`src/rtl/musa_mem_pkg.sv`:
```
// musa_mem_pkg
//   Shared constants and types for the data-memory subsystem.
//   - MEM_ADDR_W / MEM_DATA_W / MEM_DEPTH : geometry of the 2048 x 32 data RAM.
//   - PORT_CORE / PORT_DBG               : requester indices into 2-bit req/gnt vectors.
//   - port_e                             : encoded identity of a single requester.
//   - gnt_to_port()                      : converts a one-hot grant into a port_e.
package musa_mem_pkg;

    localparam int unsigned MEM_ADDR_W = 11;
    localparam int unsigned MEM_DATA_W = 32;
    localparam int unsigned MEM_DEPTH  = 2048;

    localparam int unsigned PORT_CORE  = 0;
    localparam int unsigned PORT_DBG   = 1;

    typedef enum logic {
        PortCore = 1'b0,
        PortDbg  = 1'b1
    } port_e;

    // Only meaningful for a non-zero one-hot grant; callers gate on |gnt.
    function automatic port_e gnt_to_port(input logic [1:0] gnt);
        if (gnt[1]) begin
            return PortDbg;
        end
        return PortCore;
    endfunction

endpackage

```
`src/rtl/rr_arb2.sv`:
```
// rr_arb2
//   Two-requester arbiter with a selectable policy.
//   - Round-robin (prio_fixed=0): a lone requester always wins; under contention
//     the requester that was not granted last wins.
//   - Fixed (prio_fixed=1): requester 0 always wins; requester 1 only when
//     requester 0 is idle. The last-grant record is still kept up to date.
//   Ports:
//     clk        in   clock, all state on posedge
//     rst        in   synchronous active-high reset; forces gnt to 0 this cycle
//     req[1:0]   in   request vector (bit 0 = core, bit 1 = debug/loader)
//     prio_fixed in   policy select
//     gnt[1:0]   out  one-hot grant, combinational
module rr_arb2
    import musa_mem_pkg::*;
(
    input  logic       clk,
    input  logic       rst,
    input  logic [1:0] req,
    input  logic       prio_fixed,
    output logic [1:0] gnt
);

    port_e last_gnt_q;
    port_e last_gnt_d;

    always_comb begin
        gnt = 2'b00;
        if (!rst) begin
            case (req)
                2'b01:   gnt = 2'b01;
                2'b10:   gnt = 2'b10;
                // Contention: core wins under fixed priority, or when the
                // debug port was the previous winner.
                2'b11:   gnt = (prio_fixed || (last_gnt_q == PortDbg)) ? 2'b01 : 2'b10;
                default: gnt = 2'b00;
            endcase
        end
    end

    always_comb begin
        last_gnt_d = last_gnt_q;
        if (|gnt) begin
            last_gnt_d = gnt_to_port(gnt);
        end
    end

    // Resetting to the debug port makes the core win the first contended cycle.
    always_ff @(posedge clk) begin
        if (rst) begin
            last_gnt_q <= PortDbg;
        end else begin
            last_gnt_q <= last_gnt_d;
        end
    end

endmodule

```
`src/rtl/mem_data_arbiter.sv`:
```
// mem_data_arbiter
//   Shares the single-ported data RAM between the core MEM stage (port 0) and
//   the loader/debug port (port 1). At most one access is granted per cycle;
//   read data returns one cycle after the grant with a per-port valid strobe.
//   Ports:
//     clk, rst                  clock and synchronous active-high reset
//     pN_req/we/addr/wdata      requester N access; held stable until granted
//     pN_gnt                    combinational grant for requester N
//     pN_rvalid                 rdata holds requester N's read data this cycle
//     rdata                     shared read data (straight from the RAM)
//     p0_stall                  core request pending but not granted
//     mem_addr/mem_data_in      RAM address and write data
//     mem_read/mem_write        RAM enables, never both high
//     mem_data_out              RAM registered read data
module mem_data_arbiter
    import musa_mem_pkg::*;
#(
    parameter int unsigned ADDR_W        = MEM_ADDR_W,
    parameter int unsigned DATA_W        = MEM_DATA_W,
    parameter int unsigned CORE_PRIORITY = 0
) (
    input  logic              clk,
    input  logic              rst,

    input  logic              p0_req,
    input  logic              p0_we,
    input  logic [ADDR_W-1:0] p0_addr,
    input  logic [DATA_W-1:0] p0_wdata,
    output logic              p0_gnt,
    output logic              p0_rvalid,
    output logic              p0_stall,

    input  logic              p1_req,
    input  logic              p1_we,
    input  logic [ADDR_W-1:0] p1_addr,
    input  logic [DATA_W-1:0] p1_wdata,
    output logic              p1_gnt,
    output logic              p1_rvalid,

    output logic [DATA_W-1:0] rdata,

    output logic [ADDR_W-1:0] mem_addr,
    output logic [DATA_W-1:0] mem_data_in,
    output logic              mem_read,
    output logic              mem_write,
    input  logic [DATA_W-1:0] mem_data_out
);

    logic [1:0] req;
    logic [1:0] gnt;
    logic       any_gnt;
    logic       we_sel;
    logic [1:0] rd_pend_q;
    logic [1:0] rd_pend_d;

    assign req = {p1_req, p0_req};

    rr_arb2 u_arb (
        .clk        (clk),
        .rst        (rst),
        .req        (req),
        .prio_fixed (CORE_PRIORITY != 0),
        .gnt        (gnt)
    );

    // Grants, RAM mux and enables.
    always_comb begin
        p0_gnt  = gnt[PORT_CORE];
        p1_gnt  = gnt[PORT_DBG];
        any_gnt = |gnt;

        // With no grant the core's fields pass through; both enables are low
        // so the RAM ignores them.
        if (gnt[PORT_DBG]) begin
            mem_addr    = p1_addr;
            mem_data_in = p1_wdata;
            we_sel      = p1_we;
        end else begin
            mem_addr    = p0_addr;
            mem_data_in = p0_wdata;
            we_sel      = p0_we;
        end

        mem_read  = any_gnt & ~we_sel;
        mem_write = any_gnt &  we_sel;

        // gnt is already zero in reset; the extra term keeps stall low too.
        p0_stall  = p0_req & ~p0_gnt & ~rst;
    end

    // One-hot record of which port's read is in flight inside the RAM.
    always_comb begin
        rd_pend_d = {p1_gnt & ~p1_we, p0_gnt & ~p0_we};
    end

    always_ff @(posedge clk) begin
        if (rst) begin
            rd_pend_q <= 2'b00;
        end else begin
            rd_pend_q <= rd_pend_d;
        end
    end

    // Gating with rst drops the strobe of a read issued just before reset
    // rises, in the very cycle its data would have come back.
    always_comb begin
        p0_rvalid = rd_pend_q[PORT_CORE] & ~rst;
        p1_rvalid = rd_pend_q[PORT_DBG]  & ~rst;
    end

    assign rdata = mem_data_out;

endmodule

```
`config.mk`:
```
export PLATFORM = sky130hd
export DESIGN_NAME = mem_data_arbiter
export DESIGN_NICKNAME = d
export VERILOG_FILES = /design/src/rtl/musa_mem_pkg.sv /design/src/rtl/rr_arb2.sv /design/src/rtl/mem_data_arbiter.sv
export SDC_FILE = /design/constraint.sdc
export NUM_CORES = 1
export LEC_CHECK = 0
export CORE_AREA = 2 2 81 83
export CTS_CLUSTER_SIZE = 20
export DETAILED_ROUTE_END_ITERATION = 8
export DIE_AREA = 0 0 83 85
export PLACE_DENSITY = 0.74
export SLEW_MARGIN = 20
export SYNTH_ARGS = -nofsm -noshare
export SYNTH_HDL_FRONTEND = slang
export SYNTH_SLANG_ARGS = --single-unit
```
`constraint.sdc`:
```
create_clock -name clk -period 2.4 [get_ports clk]
set_input_delay 0.48 -clock clk [delete_from_list [all_inputs] [get_ports clk]]
set_output_delay 0.48 -clock clk [all_outputs]
set_load 0.005 [all_outputs]
```
==> flow_metrics.py <==
metrics = {
    "power_and_ir_drop": {
        "internal_power_uw": 478.3,
        "powerDensity_nw_per_um2": 243.7,
        "irDropWorstVdd_mv": 0.2419,
        "p_sw_share_pct": 23.12,
        "netSwitchingPower_uw": 143.9,
        "power_frac_comb_pct": 67.5,
        "power_uw": 622.2,
        "seqPwrFrac_pct": 8.7,
        "pwr-share-clk_pct": 23.8,
        "cellLeakagePower_nw": 1.218,
    },
    "synth": {
        "yosys.area_share.xor_xnor_pct": 0,
        "synthFlopType": "dfxtp_1",
        "yosysSeqAreaShare_pct": 5.234,
        "synthCells": 101,
        "synth_compound_area_share_pct": 2.726,
        "synth-seq-cells": 3,
        "synthSimpleGateAreaFrac_pct": 8.724,
        "synth_top_family_by_area": "multiplexers",
        "synth_top_area_share_pct": 51.04,
        "synth.largest_area_cell": "mux2_4",
        "postSynth.asyncResetShare_pct": 0,
        "synth_fa_ha_area_share_pct": 0,
        "syn_nets": 225,
        "ys_types": 20,
        "ys_top_cells_by_area": "mux2_4, buf_4, buf_12",
        "synth_mux_area_share_pct": 54.96,
        "syn_area_um2": 1147,
        "synth_most_common_cell": "mux2_4",
        "synth-edff-count": 0,
        "avgSynthCellArea_um2": 11.36,
        "netlist_top_cells_count": "mux2_4, buf_4, buf_12, mux2_2",
        "yosys_warnings": 0,
    },
    "cts": {
        "numCtsBuffers": 3,
        "htree_levels": 1,
        "clock_latency_ps": 220,
        "clock_path_buffers": 2,
        "cts_tree": "yes",
        "cts.clk_slew.worst_paths_ps": 30,
        "cts-root-buf": "clkbuf_8",
        "cts.sinks": 3,
        "hold_buffers": 0,
    },
    "global_routing": {
        "grtUsageTotal_pct": 11.87,
        "grt_pass1_vias": 1265,
        "grt_start_max_net_pins": 9,
        "overflow": 0,
        "antenna_found_initial": 1,
        "grt_pass1_wl_um": 6672,
    },
    "routing": {
        "dr.pass1.iters": 3,
        "via_per_inst": 3.965,
        "ant_nets": 0,
        "drt_iter0_drc": 10,
        "drt_drc_violations_left": 0,
        "wirelength_um": 4558,
        "num_vias": 1233,
        "wl_per_cell_um": 14.66,
    },
    "sta": {
        "whs_ps": 572.3,
        "hold_violations": 0,
        "finalCriticalPeriod_ps": 2344,
        "skew_ps": 0.6549,
        "fin_ws_ps": 55.92,
        "slew_headroom_pct": 85.21,
        "finalSetupViolCount": 0,
        "fmax_mhz": 426.6,
        "fin_crit_sh_pct": 97.67,
        "max_slew.worst_pin.slew_ps": 221.9,
        "maxSlewViolCount": 0,
    },
    "critical_path": {
        "end_kind": "output pin",
        "cp-endpoint": "mem_data_in[7]",
        "critPathKind": "input port to output pin",
        "r2r-end": "rd_pend_q[0]",
        "r2r-start": "u_arb.last_gnt_q",
        "reg2reg_slack_ps": 1390,
        "path_max_fanout": 8,
        "crit_arrival_ps": 1860,
        "start_kind": "input port",
        "critical_path.startpoint": "p1_req",
        "r2r_cells": 3,
        "cp.required_ps": 1920,
    },
    "flow_run": {
        "max_cap_viol_count": 0,
    },
    "place": {
        "place.port_buffers": 141,
        "dp.cells": 286,
        "hpwlAfterDp_um": 3742,
        "gp_congestion": 0.7977,
        "dp_slack_ps": -490.1,
    },
    "layout": {
        "final_nets": 359,
        "fin_cells": 311,
        "seqCellArea_um2": 60.06,
        "multi_input_area_um2": 765.7,
        "n_antenna_cell": 0,
        "fin_util_pct": 41.14,
        "drive_gt1_share_pct": 42.74,
        "fillers": 591,
        "syn2layout_area_growth_pct": 122.5,
    },
    "floorplan": {
        "core_um2": 6205,
        "ios": 206,
        "die_h_um": 85,
        "die_x_um": 83,
        "start_util_pct": 18.49,
        "die_area_um2": 7055,
        "rows": 29,
    },
    "hold_path": {
        "holdCritPathClass": "flop to flop",
    },
    "status": {
        "outcome": "finished, final reports clean",
    },
}
==> state kept, by name (all words and copies together), names as in the netlist <==
register	count
u_arb.last_gnt_q	1
rd_pend_q	2
==> layout make-up <==
cell class / count / area share, %
well taps: 77 / 3.775
flip-flops and latches: 3 / 2.353
clock buffers: 4 / 1.765
repair buffers: 166 / 62.11
multi-input cells: 61 / 30.00
==> power groups by stage <==
stage          clock network, mW  registers [mW]  logic [mW]
2_1_floorplan                  0          0.0545       0.194
3_3_place_gp                   0          0.0548       0.420
3_5_place_dp                   0          0.0548       0.424
4_1_cts                    0.154          0.0542       0.432
5_1_grt                    0.155          0.0545       0.446
6_report                   0.148          0.0542       0.420
==> critical path, stage by stage <==
cell	delay, ps
clkdlybuf4s15_2	190
a21bo_4	250
nor2_8	120
buf_4	140
buf_12	120
mux2_4	290
dlygate4sd2_1	260
==> per-layer routing <==
metal / part of all wire, % / up-vias / GRT usage (%)
met3: 9.3 / 14 / 3.794
met1: 36 / 542 / 12.26
met2: 53 / 92 / 22.65
li1: - / 583 / -
met5: 0.26 / - / 0
met4: 1.4 / 2 / 3.875
==> per-stage QoR <==
step,TNS (ps),instance area [um2]
after CTS,-1030,2576
after global placement,-19630,2385
after global routing,-1.210,2552
after floorplan,0,1147
final,0,2552
after detailed placement,-20040,2385
==> cell usage in the layout, fill, tap and decap left out, types with 3 or more instances in the layout <==
cell type	Yosys	layout
mux2_2	4	3
clkbuf_2	0	11
clkbuf_8	0	3
buf_2	1	13
dfxtp_1	3	3
dlymetal6s2s_1	0	8
dlygate4sd2_1	0	14
buf_4	32	16
mux2_4	39	40
clkdlybuf4s50_1	0	93
buf_12	4	5
nor2b_1	3	3
==> repair_timing <==
item,4_1_cts,5_1_grt
resized for setup,105,25
pin swaps,2,1
setup endpoints to repair,47,30
gates cloned,2,0
setup buffers,16,6
==> cells by family after synthesis <==
logic type / Yosys count
flops: 3
mux: 43
buf+inv: 37
compound gates: 4
simple gates: 14
==> worst min path at each step <==
stage,from,to,slack [ps],depth (start not counted)
6_report,u_arb.last_gnt_q,u_arb.last_gnt_q,570,2
5_1_grt,u_arb.last_gnt_q,u_arb.last_gnt_q,630,2
4_1_cts,u_arb.last_gnt_q,u_arb.last_gnt_q,570,2
3_5_place_dp,u_arb.last_gnt_q,u_arb.last_gnt_q,570,2
3_3_place_gp,u_arb.last_gnt_q,u_arb.last_gnt_q,550,2
2_1_floorplan,u_arb.last_gnt_q,u_arb.last_gnt_q,520,2
Power figures use the tool's default switching activity.
